<file path="src/rtl/mipi_rffe_master_pkg.sv">
// Shared command codes, opcode prefixes, FSM state type and frame builders for the RFFE master.
package mipi_rffe_master_pkg;

  typedef enum logic [1:0] {
    CmdRegWr = 2'd0,
    CmdRegRd = 2'd1,
    CmdExtWr = 2'd2,
    CmdExtRd = 2'd3
  } rffe_cmd_e;

  localparam logic [2:0] OpRegWr = 3'b010;
  localparam logic [2:0] OpRegRd = 3'b011;
  localparam logic [5:0] OpExtWr = 6'b000000;
  localparam logic [5:0] OpExtRd = 6'b001000;

  typedef enum logic [3:0] {
    StIdle,
    StSsc1,
    StSsc0,
    StCmd,
    StAddr,
    StWrData,
    StRdTa,
    StRdData,
    StPark,
    StDone
  } rffe_state_e;

  function automatic logic [7:0] cmd8(input rffe_cmd_e c, input logic [7:0] addr,
                                      input logic [1:0] bc);
    logic [7:0] r;
    unique case (c)
      CmdRegWr: r = {OpRegWr, addr[4:0]};
      CmdRegRd: r = {OpRegRd, addr[4:0]};
      CmdExtWr: r = {OpExtWr, bc};
      CmdExtRd: r = {OpExtRd, bc};
    endcase
    return r;
  endfunction

  // Frames are left-aligned in the 13-bit shifter so bit 12 is always the next bit out.
  function automatic logic [12:0] cmd_frame(input logic [3:0] id, input logic [7:0] c8);
    return {id, c8, ~^{id, c8}};
  endfunction

  function automatic logic [12:0] byte_frame(input logic [7:0] b);
    return {b, ~^b, 4'b0000};
  endfunction

endpackage

</file>
<file path="src/rtl/rffe_bit_timer.sv">
// SCLK slot timer: each bit slot is CLK_DIV clks of SCLK high followed by CLK_DIV clks low.
module rffe_bit_timer #(
  parameter int unsigned CLK_DIV = 2
) (
  input  logic clk_i,
  input  logic rst_i,
  input  logic clr_i,
  output logic hi_o,
  output logic fall_stb_o,
  output logic slot_end_o
);

  localparam int unsigned DivW = (CLK_DIV > 1) ? $clog2(CLK_DIV) : 1;
  localparam logic [DivW-1:0] DivMax = DivW'(CLK_DIV - 1);

  logic [DivW-1:0] div_q, div_d;
  logic            half_q, half_d;

  always_comb begin
    div_d  = div_q;
    half_d = half_q;
    if (clr_i) begin
      div_d  = '0;
      half_d = 1'b0;
    end else if (div_q == DivMax) begin
      div_d  = '0;
      half_d = ~half_q;
    end else begin
      div_d = div_q + 1'b1;
    end
  end

  always_ff @(posedge clk_i or posedge rst_i) begin
    if (rst_i) begin
      div_q  <= '0;
      half_q <= 1'b0;
    end else begin
      div_q  <= div_d;
      half_q <= half_d;
    end
  end

  assign hi_o       = ~half_q;
  assign fall_stb_o = ~half_q & (div_q == DivMax);
  assign slot_end_o = half_q & (div_q == DivMax);

endmodule

</file>
<file path="src/rtl/mipi_rffe_master.sv">
// RFFE serial master: plays one register command out as SSC, frames and bus park on SCLK/SDATA.
module mipi_rffe_master
  import mipi_rffe_master_pkg::*;
#(
  parameter int unsigned CLK_DIV = 2
) (
  input  logic        clk_i,
  input  logic        rst_i,
  input  logic        start_i,
  input  logic [1:0]  cmd_type_i,
  input  logic [3:0]  slave_id_i,
  input  logic [7:0]  reg_addr_i,
  input  logic [1:0]  byte_cnt_i,
  input  logic [31:0] wdata_i,
  output logic        busy_o,
  output logic        done_o,
  output logic [31:0] rdata_o,
  output logic        parity_err_o,
  output logic        sclk_o,
  output logic        sdo_o,
  output logic        sdo_en_o,
  input  logic        sdi_i
);

  rffe_state_e state_q, state_d;
  rffe_cmd_e   cmd_q, cmd_d;
  logic [7:0]  addr_q, addr_d;
  logic [1:0]  bcnt_q, bcnt_d;
  logic [31:0] wdata_q, wdata_d;
  logic [12:0] sh_q, sh_d;
  logic [3:0]  bit_q, bit_d;
  logic [1:0]  byte_q, byte_d;
  logic        par_q, par_d;
  logic [31:0] rdata_q, rdata_d;
  logic        perr_q, perr_d;

  logic accept, hi, fall_stb, slot_end;
  logic is_ext, is_rd, frame_last, byte_last;

  assign accept     = start_i & (state_q == StIdle);
  assign is_ext     = (cmd_q == CmdExtWr) || (cmd_q == CmdExtRd);
  assign is_rd      = (cmd_q == CmdRegRd) || (cmd_q == CmdExtRd);
  assign frame_last = (state_q == StCmd) ? (bit_q == 4'd12) : (bit_q == 4'd8);
  assign byte_last  = !is_ext || (byte_q == bcnt_q);

  rffe_bit_timer #(
    .CLK_DIV(CLK_DIV)
  ) u_timer (
    .clk_i      (clk_i),
    .rst_i      (rst_i),
    .clr_i      (accept),
    .hi_o       (hi),
    .fall_stb_o (fall_stb),
    .slot_end_o (slot_end)
  );

  always_comb begin
    state_d = state_q;
    cmd_d   = cmd_q;
    addr_d  = addr_q;
    bcnt_d  = bcnt_q;
    wdata_d = wdata_q;
    sh_d    = sh_q;
    bit_d   = bit_q;
    byte_d  = byte_q;
    par_d   = par_q;
    rdata_d = rdata_q;
    perr_d  = perr_q;
    unique case (state_q)
      StIdle: begin
        if (start_i) begin
          cmd_d   = rffe_cmd_e'(cmd_type_i);
          addr_d  = reg_addr_i;
          bcnt_d  = byte_cnt_i;
          wdata_d = wdata_i;
          sh_d    = cmd_frame(slave_id_i, cmd8(rffe_cmd_e'(cmd_type_i), reg_addr_i, byte_cnt_i));
          bit_d   = '0;
          byte_d  = '0;
          par_d   = 1'b0;
          rdata_d = '0;
          perr_d  = 1'b0;
          state_d = StSsc1;
        end
      end
      StSsc1: if (slot_end) state_d = StSsc0;
      StSsc0: if (slot_end) state_d = StCmd;
      StCmd, StAddr, StWrData: begin
        if (slot_end) begin
          if (!frame_last) begin
            sh_d  = {sh_q[11:0], 1'b0};
            bit_d = bit_q + 4'd1;
          end else begin
            bit_d = '0;
            if (state_q == StCmd && is_ext) begin
              sh_d    = byte_frame(addr_q);
              state_d = StAddr;
            end else if (state_q != StWrData) begin
              if (is_rd) begin
                state_d = StRdTa;
              end else begin
                sh_d    = byte_frame(wdata_q[7:0]);
                state_d = StWrData;
              end
            end else if (byte_last) begin
              state_d = StPark;
            end else begin
              // Consumed bytes are shifted out so the next one always sits at [15:8].
              byte_d  = byte_q + 2'd1;
              sh_d    = byte_frame(wdata_q[15:8]);
              wdata_d = wdata_q >> 8;
            end
          end
        end
      end
      StRdTa: begin
        if (slot_end) begin
          bit_d   = '0;
          par_d   = 1'b0;
          state_d = StRdData;
        end
      end
      StRdData: begin
        if (fall_stb) begin
          sh_d  = {sh_q[11:0], sdi_i};
          par_d = par_q ^ sdi_i;
        end
        if (slot_end) begin
          if (!frame_last) begin
            bit_d = bit_q + 4'd1;
          end else begin
            bit_d = '0;
            par_d = 1'b0;
            if (!par_q) perr_d = 1'b1;
            rdata_d[{byte_q, 3'b000} +: 8] = sh_q[8:1];
            if (byte_last) state_d = StPark;
            else byte_d = byte_q + 2'd1;
          end
        end
      end
      StPark: if (slot_end) state_d = StDone;
      StDone: state_d = StIdle;
      default: state_d = StIdle;
    endcase
  end

  always_ff @(posedge clk_i or posedge rst_i) begin
    if (rst_i) begin
      state_q <= StIdle;
      cmd_q   <= CmdRegWr;
      addr_q  <= '0;
      bcnt_q  <= '0;
      wdata_q <= '0;
      sh_q    <= '0;
      bit_q   <= '0;
      byte_q  <= '0;
      par_q   <= 1'b0;
      rdata_q <= '0;
      perr_q  <= 1'b0;
    end else begin
      state_q <= state_d;
      cmd_q   <= cmd_d;
      addr_q  <= addr_d;
      bcnt_q  <= bcnt_d;
      wdata_q <= wdata_d;
      sh_q    <= sh_d;
      bit_q   <= bit_d;
      byte_q  <= byte_d;
      par_q   <= par_d;
      rdata_q <= rdata_d;
      perr_q  <= perr_d;
    end
  end

  // Pins decode straight from registered state so an async reset idles the bus at once.
  always_comb begin
    sclk_o   = 1'b0;
    sdo_o    = 1'b0;
    sdo_en_o = 1'b0;
    unique case (state_q)
      StSsc1: begin
        sdo_o    = 1'b1;
        sdo_en_o = 1'b1;
      end
      StSsc0: sdo_en_o = 1'b1;
      StCmd, StAddr, StWrData: begin
        sclk_o   = hi;
        sdo_o    = sh_q[12];
        sdo_en_o = 1'b1;
      end
      StRdTa: begin
        sclk_o   = hi;
        sdo_en_o = hi;
      end
      StRdData: sclk_o = hi;
      StPark: begin
        sclk_o   = hi;
        sdo_en_o = hi & ~is_rd;
      end
      default: ;
    endcase
  end

  assign busy_o       = (state_q != StIdle) && (state_q != StDone);
  assign done_o       = (state_q == StDone);
  assign rdata_o      = rdata_q;
  assign parity_err_o = perr_q;

endmodule

</file>
<file path="config.mk">
export PLATFORM = sky130hd
export DESIGN_NAME = mipi_rffe_master
export DESIGN_NICKNAME = d
export VERILOG_FILES = /design/src/rtl/mipi_rffe_master_pkg.sv /design/src/rtl/rffe_bit_timer.sv /design/src/rtl/mipi_rffe_master.sv
export SDC_FILE = /design/constraint.sdc
export NUM_CORES = 1
export LEC_CHECK = 0
export ABC_AREA = 1
export CAP_MARGIN = 0
export CORE_AREA = 2 2 107 109
export DETAILED_ROUTE_END_ITERATION = 8
export DIE_AREA = 0 0 109 111
export GPL_ROUTABILITY_DRIVEN = 1
export GPL_TIMING_DRIVEN = 0
export PLACE_DENSITY_LB_ADDON = 0.12
export SLEW_MARGIN = 10
export SYNTH_ARGS = -nofsm -noshare
export SYNTH_HDL_FRONTEND = slang
export SYNTH_SLANG_ARGS = --single-unit
</file>
<file path="constraint.sdc">
create_clock -name clk_i -period 4.1 [get_ports clk_i]
set_clock_uncertainty 0.1 [all_clocks]
set_input_delay 0.82 -clock clk_i [delete_from_list [all_inputs] [get_ports clk_i]]
set_output_delay 0.82 -clock clk_i [all_outputs]
set_load 0.02 [all_outputs]
</file>
==> qor.csv, run 1 <==
stage,metric,value,unit
outcome,status,"finished, final reports clean",
clock_network,insertion_delay,0.36,ns
pwr,pwr-share-seq,0.289,
clock_network,postCtsResizedCells,0,
route,postRouteWirelength,15600,um
placement,port_buffers,89,
critical_path,cp_num_buf_inv,4,
finish,area_delta_synth_final,23.4,%
pwr,p_leak,3.46,nW
pwr,clkPwrFrac,0.150,
route,route.detailed.drc,0,
min_path,min-delay-start,rdata_o[27],
sta,final.period_utilization,0.898,
min_path,hold_depth,2,
finish,drive_above_1_share,0.0701,
min_path,hold_path_end,rdata_o[27],
sta,rsz0062_at_grt,no,
pwr,switchingPower,2.78,mW
critical_path,critPathMostFrequentCell,buf_2,
clock_network,cts_hold_repair.buffers,0,
sta,setup_tns,0,ns
pwr,cell_internal_pwr,2.85,mW
logic_synthesis,synth_fp_nets,865,
sta,max_slew_margin,0.464,
global_route,grt.met2_usage,0.467,
global_route,grt.busiest_layer,met2,
clock_network,cts_buffer_depth,2,
die,core_area,11100,um2
min_path,hp-class,reg2reg,
critical_path,ff2ff_setup_slack,1.69,ns
logic_synthesis,synth_seq_cells,103,
logic_synthesis,synth_area,5920,um2
critical_path,crit_path_max_fanout,10,
critical_path,cp.arrival,2.76,ns
clock_network,htree_levels,3,
die,die_h,111,um
logic_synthesis,syn_inst,807,
sta,fin_hold_ws,0.383,ns
placement,place.gp.congestion,0.865,
placement,hpwl,12000,um
route,first_pass_iters,5,
route,first_iter_violations,396,
finish,nets,966,
clock_network,post_cts_buffers,0,
global_route,grt_usage,0.268,
critical_path,cpMaxStageDelayCell,clkdlybuf4s50_1,
clock_network,cts_buffers,9,
route,via_per_inst,5.34,
pwr,ir_drop,0.439,mV
logic_synthesis,ys_seq_area_frac,0.436,
sta,finalHoldViolations,0,
sta,fin_crit,3.68,ns
logic_synthesis,avgSynthCellArea,7.33,um2
global_route,grt_util_met3,0.0288,
sta,fmax,272,MHz
critical_path,crit_path_end_kind,primary output,
sta,worst_pin_slew,0.804,ns
die,die_area,12100,um2
global_route,antenna_found_initial,0,
pwr,p_per_area,771,nW/um2
critical_path,worstReg2RegEnd,rdata_o[0],
global_route,grt_pass1_wl,25600,um
sta,drv_slew,0,
pwr,swShare,0.494,
logic_synthesis,synth-edff-count,0,
route,vias,5642,
critical_path,slowest_delay,0.68,ns
critical_path,startpoint,state_q[0],
logic_synthesis,synth-warning-count,0,
logic_synthesis,synth_flop_cell,dfrtp_1,
global_route,grt-ovfl-total,0,
global_route,use_met1,0.318,
die,initial_utilization,0.534,
die,die_w,109,um
global_route,grt_max_degree,66,
global_route,grt_pass1_vias,5454,
clock_network,cts_num_sinks,103,
clock_network,cts_tree,done,
clock_network,root_buffer,clkbuf_16,
logic_synthesis,synthArstFlopShare,1.00,
critical_path,crit_path_cell_trace,nor2_1 > nand2_1 > nand3_2 > inv_2 > buf_2 > buf_2 > o211ai_1 > clkdlybuf4s50_1,
route,wire_per_inst,14.8,um
finish,diodes,0,
critical_path,start_kind,flop,
flow_run,drv_cap,0,
critical_path,critical_path_class,reg2out,
sta,setup_viol,0,
pwr,combPwrFrac,0.560,
clock_network,path_clk_slew,0.07,ns
logic_synthesis,yosysUniqueCellTypes,34,
critical_path,worst-r2r-cell-count,9,
critical_path,critical_path.top_delay_family,buffers and inverters,
critical_path,worstPathRequired,3.18,ns
route,postRouteAntennaNets,0,
critical_path,reg2reg_from,byte_q[0],
die,ios,90,
finish,nFillCells,984,
die,std_cell_rows,39,
==> cells by family after synthesis <==
family	Yosys count	synth area share
AND/OR/NAND/NOR	387	0.273
AO/OA/AOI/OAI	157	0.148
buffers and inverters	123	0.0856
flip-flops	103	0.436
XOR/XNOR	31	0.0459
adder cells (fa/ha/maj)	6	0.0127
==> how the worst max path moves through the flow <==
stage	endpoint	cells after the start	slack, ns
finish	sdo_en_o	8	0.42
global route	sdo_en_o	8	0.23
CTS	sdo_en_o	8	0.43
detailed placement	sdo_en_o	8	0.84
global placement	wdata_q[27]	2	-1.01
floorplan	addr_q[0]	1	0.48
==> tightest hold or removal path: cells and delay by family (launching register included) <==
| kind | cells | cell delay (ns) |
|---|---|---|
| AOI/OAI and AO/OA | 1 | 0.05 |
| and+or+nand+nor | 1 | 0.05 |
| DFF | 1 | 0.34 |
==> layer usage <==
metal | part of all wire | routed length, um | up-vias
li1 | - | - | 2782
met1 | 0.40 | 6290 | 2615
met2 | 0.51 | 7940 | 206
met3 | 0.050 | 779 | 39
met4 | 0.040 | 625 | 0
met5 | 0 | 0 | -
==> final cells by class <==
cell class / count / area [um2] / area share
plain buffers: 26 / 141 / 0.0194
inverters: 97 / 368 / 0.0504
clock inverters: 6 / 52.6 / 0.00720
multi-input cells: 581 / 2830 / 0.388
well taps: 143 / 179 / 0.0245
repair buffers: 90 / 911 / 0.125
clock buffers: 10 / 239 / 0.0327
flip-flops and latches: 103 / 2580 / 0.353
==> cell usage after synthesis, types with 3 or more instances <==
library cell | instances | area share
ha_1 | 6 | 0.013
inv_1 | 86 | 0.055
nand2_1 | 293 | 0.19
nor3_1 | 13 | 0.011
xnor2_1 | 15 | 0.022
inv_2 | 9 | 0.0057
clkbuf_1 | 8 | 0.0051
nand3_1 | 29 | 0.025
buf_2 | 11 | 0.0093
xor2_1 | 16 | 0.024
o21ai_0 | 71 | 0.060
a21oi_1 | 9 | 0.0076
nor2_1 | 32 | 0.020
nand3_2 | 3 | 0.0051
nand4_1 | 4 | 0.0042
nor2_2 | 3 | 0.0032
nand2_2 | 5 | 0.0053
dfrtp_1 | 103 | 0.44
buf_4 | 4 | 0.0051
o31ai_1 | 22 | 0.028
o21ai_1 | 46 | 0.039
==> power by group through the flow <==
| stage | Sequential, mW | Combinational (mW) | Clock [mW] |
|---|---|---|---|
| floorplan | 1.59 | 2.27 | 0 |
| global placement | 1.63 | 3.00 | 0 |
| detailed placement | 1.64 | 3.10 | 0 |
| CTS | 1.63 | 3.13 | 0.853 |
| global route | 1.67 | 3.51 | 0.897 |
| finish | 1.63 | 3.16 | 0.846 |
==> flip-flops by register name, summed over array words and instances, names as in the netlist <==
name            flops
state_q             4
byte_q              2
bit_q               4
u_timer.half_q      1
u_timer.div_q       1
parity_err_o        1
par_q               1
wdata_q            32
rdata_o            32
addr_q              8
sh_q               13
cmd_q               2
bcnt_q              2
==> cell usage in the layout (no fill, tap or decap), types with 2 or more instances in the layout <==
cell             count
nor2_1              32
buf_2               11
inv_2                9
inv_1               85
nand4_1              4
clkdlybuf4s50_1     89
clkinv_4             3
o21ai_2              2
nand3_1             29
nand3_2              3
nand2_2              5
dfrtp_1            103
o22ai_1              2
o21ai_0             71
ha_1                 6
o21ai_1             46
xnor2_1             15
nor3_1              13
buf_4                4
xor2_1              16
nand2_4              2
a21oi_1              9
nand2_1            293
o31ai_1             22
buf_6                2
nand3_4              2
o2111ai_1            2
clkbuf_16            9
inv_6                3
clkbuf_1             8
nor2_2               3
==> stage by stage <==
stage | utilization | power (mW) | setup WS (ns) | instances | cell area [um2]
floorplan | - | 3.86 | 0.476 | 807 | 5920
global placement | 0.631 | 4.62 | -1.01 | 1039 | 6990
detailed placement | 0.633 | 4.74 | 0.836 | 1040 | 7010
CTS | 0.659 | 5.61 | 0.429 | 1056 | 7300
global route | 0.659 | 6.08 | 0.234 | 1056 | 7300
finish | 0.659 | 5.63 | 0.419 | 1056 | 7300
Power figures use the tool's default switching activity.
==> run 2: changes to the inputs <==
--- a/config.mk
+++ b/config.mk
@@ -6,13 +6,14 @@
 export NUM_CORES = 1
 export LEC_CHECK = 0
 export ABC_AREA = 1
+export ABC_CLOCK_PERIOD_IN_PS = 4100
 export CAP_MARGIN = 0
 export CORE_AREA = 2 2 107 109
 export DETAILED_ROUTE_END_ITERATION = 8
 export DIE_AREA = 0 0 109 111
 export GPL_ROUTABILITY_DRIVEN = 1
 export GPL_TIMING_DRIVEN = 0
-export PLACE_DENSITY_LB_ADDON = 0.12
+export PLACE_DENSITY = 0.8
 export SLEW_MARGIN = 10
 export SYNTH_ARGS = -nofsm -noshare
 export SYNTH_HDL_FRONTEND = slang
==> run 2 against run 1 <==
Net effect: global-route usage increased by 0.16 points; core utilization increased by 0.40 points; register-to-register slack worse by 0.11 ns; critical endpoint unchanged; critical path type unchanged; routed wire length decreased by 1.6%; cell count stayed put; final area grew 0.60%; sequential power about the same; clock-buffer cell count down 1; setup slack got worse by 0.056 ns; sequential share of layout area shrank 0.21 points.
==> qor.csv, run 2 (synthesis results as in run 1) <==
stage,metric,value,unit,change
clock_network,cts_hold_repair.buffers,0,,unchanged
finish,area_delta_synth_final,24.1,%,was 23.4%
sta,setup_tns,0,ns,unchanged
flow_run,drv_cap,0,,unchanged
sta,rsz0062_at_grt,no,,unchanged
global_route,grt-ovfl-total,0,,unchanged
route,wire_per_inst,14.6,um,was 14.8 um
global_route,grt_max_degree,61,,was 66
die,core_area,11100,um2,unchanged
pwr,swShare,0.483,,was 0.494
critical_path,crit_path_max_fanout,10,,unchanged
die,initial_utilization,0.534,,unchanged
clock_network,cts_tree,done,,unchanged
critical_path,critical_path_class,reg2out,,unchanged
outcome,status,"finished, final reports clean",,unchanged
global_route,antenna_found_initial,0,,unchanged
clock_network,root_buffer,clkbuf_16,,unchanged
route,first_pass_iters,5,,unchanged
sta,max_slew_margin,0.563,,was 0.464
die,std_cell_rows,39,,unchanged
finish,layout_commonest_cell,nand2_1,,unchanged
placement,placed_area,7020,um2,was 7010 um2
die,ios,90,,unchanged
pwr,p_leak,3.48,nW,was 3.46 nW
clock_network,postCtsResizedCells,0,,unchanged
min_path,hp-class,reg2reg,,unchanged
sta,setup_viol,0,,unchanged
clock_network,cts_buffers,9,,unchanged
pwr,combPwrFrac,0.546,,was 0.560
sta,worst_pin_slew,0.650,ns,was 0.804 ns
route,first_iter_violations,533,,was 396
route,route.detailed.drc,0,,unchanged
clock_network,cts_num_sinks,103,,unchanged
sta,fin_crit,3.74,ns,was 3.68 ns
pwr,p_per_area,777,nW/um2,was 771 nW/um2
sta,drv_slew,0,,unchanged
sta,final.period_utilization,0.911,,was 0.898
pwr,pwr-share-seq,0.286,,was 0.289
sta,finalHoldViolations,0,,unchanged
global_route,grt_usage,0.270,,was 0.268
die,die_w,109,um,unchanged
finish,drive_above_1_share,0.0701,,unchanged
critical_path,crit_path_end_kind,primary output,,unchanged
clock_network,post_cts_buffers,0,,unchanged
critical_path,cp.arrival,2.82,ns,was 2.76 ns
finish,nets,966,,unchanged
finish,stdcell_count,1056,,unchanged
route,via_per_inst,5.33,,was 5.34
sta,fmax,268,MHz,was 272 MHz
global_route,grt_pass1_vias,5300,,was 5454
clock_network,path_clk_slew,0.07,ns,about the same
placement,port_buffers,89,,unchanged
pwr,switchingPower,2.75,mW,was 2.78 mW
pwr,cell_internal_pwr,2.95,mW,was 2.85 mW
route,postRouteWirelength,15400,um,was 15600 um
clock_network,cts_buffer_depth,2,,unchanged
placement,hpwl,11400,um,was 12000 um
pwr,ir_drop,0.408,mV,was 0.439 mV
clock_network,htree_levels,3,,unchanged
critical_path,start_kind,flop,,unchanged
placement,dpl.cell_count,1040,,unchanged
critical_path,worstPathRequired,3.18,ns,about the same
placement,place.gp.congestion,0.953,,was 0.865
route,vias,5626,,was 5642
clock_network,insertion_delay,0.35,ns,was 0.36 ns
die,die_area,12100,um2,unchanged
finish,final_cell_mix,"nand2_1 (293), dfrtp_1 (103), clkdlybuf4s50_1 (89), inv_1 (85), o21ai_0 (71)",,unchanged
route,postRouteAntennaNets,0,,unchanged
die,die_h,111,um,unchanged
finish,finalInstanceArea,7350,um2,was 7300 um2
finish,diodes,0,,unchanged
pwr,clkPwrFrac,0.168,,was 0.150
global_route,grt_pass1_wl,25600,um,about the same
==> run 2: cell type report <==
cell class	count	area (um2)
fillers	936	3730
multi-input cells	581	2830
flip-flops and latches	103	2580
repair buffers	90	918
inverters	97	368
clock buffers	9	225
well taps	143	179
plain buffers	26	141
clock inverters	7	103
==> run 2: through the flow <==
stage / setup slack (ns) / power [mW] / hold slack [ns] / utilization
floorplan: 0.476 / 3.86 / 0.349 / -
global placement: -1.01 / 4.62 / 0.365 / 0.631
detailed placement: 0.787 / 4.70 / 0.368 / 0.634
CTS: 0.409 / 5.67 / 0.386 / 0.663
global route: 0.196 / 6.16 / 0.401 / 0.663
finish: 0.364 / 5.70 / 0.384 / 0.663
==> run 2: worst paths after layout <==
kind / end / cells after the start / startpoint / slack [ns]
setup / recovery: sdo_en_o / 9 / state_q[1] / 0.36
hold / removal: sh_q[11] / 2 / sh_q[11] / 0.38
setup reg to reg: rdata_o[6] / 6 / byte_q[0] / 1.58
hold reg to reg: sh_q[11] / 2 / sh_q[11] / 0.38
max in group asynchronous: addr_q[3] / 3 / rst_i / 2.44
min in group asynchronous: bit_q[0] / 2 / rst_i / 0.78
==> run 2: layer usage <==
| layer | wire, um | share of wire | global-route usage |
|---|---|---|---|
| met1 | 6630 | 0.43 | 0.367 |
| met2 | 7480 | 0.49 | 0.437 |
| met3 | 829 | 0.054 | 0.0353 |
| met4 | 435 | 0.028 | 0.102 |
| met5 | 0 | 0 | 0 |
==> run 2: power groups by stage <==
stage               combinational, mW  sequential [mW]  clock (mW)
CTS                              3.09             1.62       0.954
global placement                 2.99             1.62           0
finish                           3.12             1.63       0.956
detailed placement               3.06             1.64           0
global route                     3.50             1.67       0.992
floorplan                        2.27             1.59           0
==> run 2: worst max-delay path, stage by stage (launching register included) <==
cell and delay, ns:
dfrtp_1 0.42, nand2_1 0.10, inv_1 0.06, nand2_1 0.13, nand3_2 0.25, inv_2 0.23
buf_2 0.26, buf_2 0.27, o211ai_1 0.16, clkdlybuf4s50_1 0.57
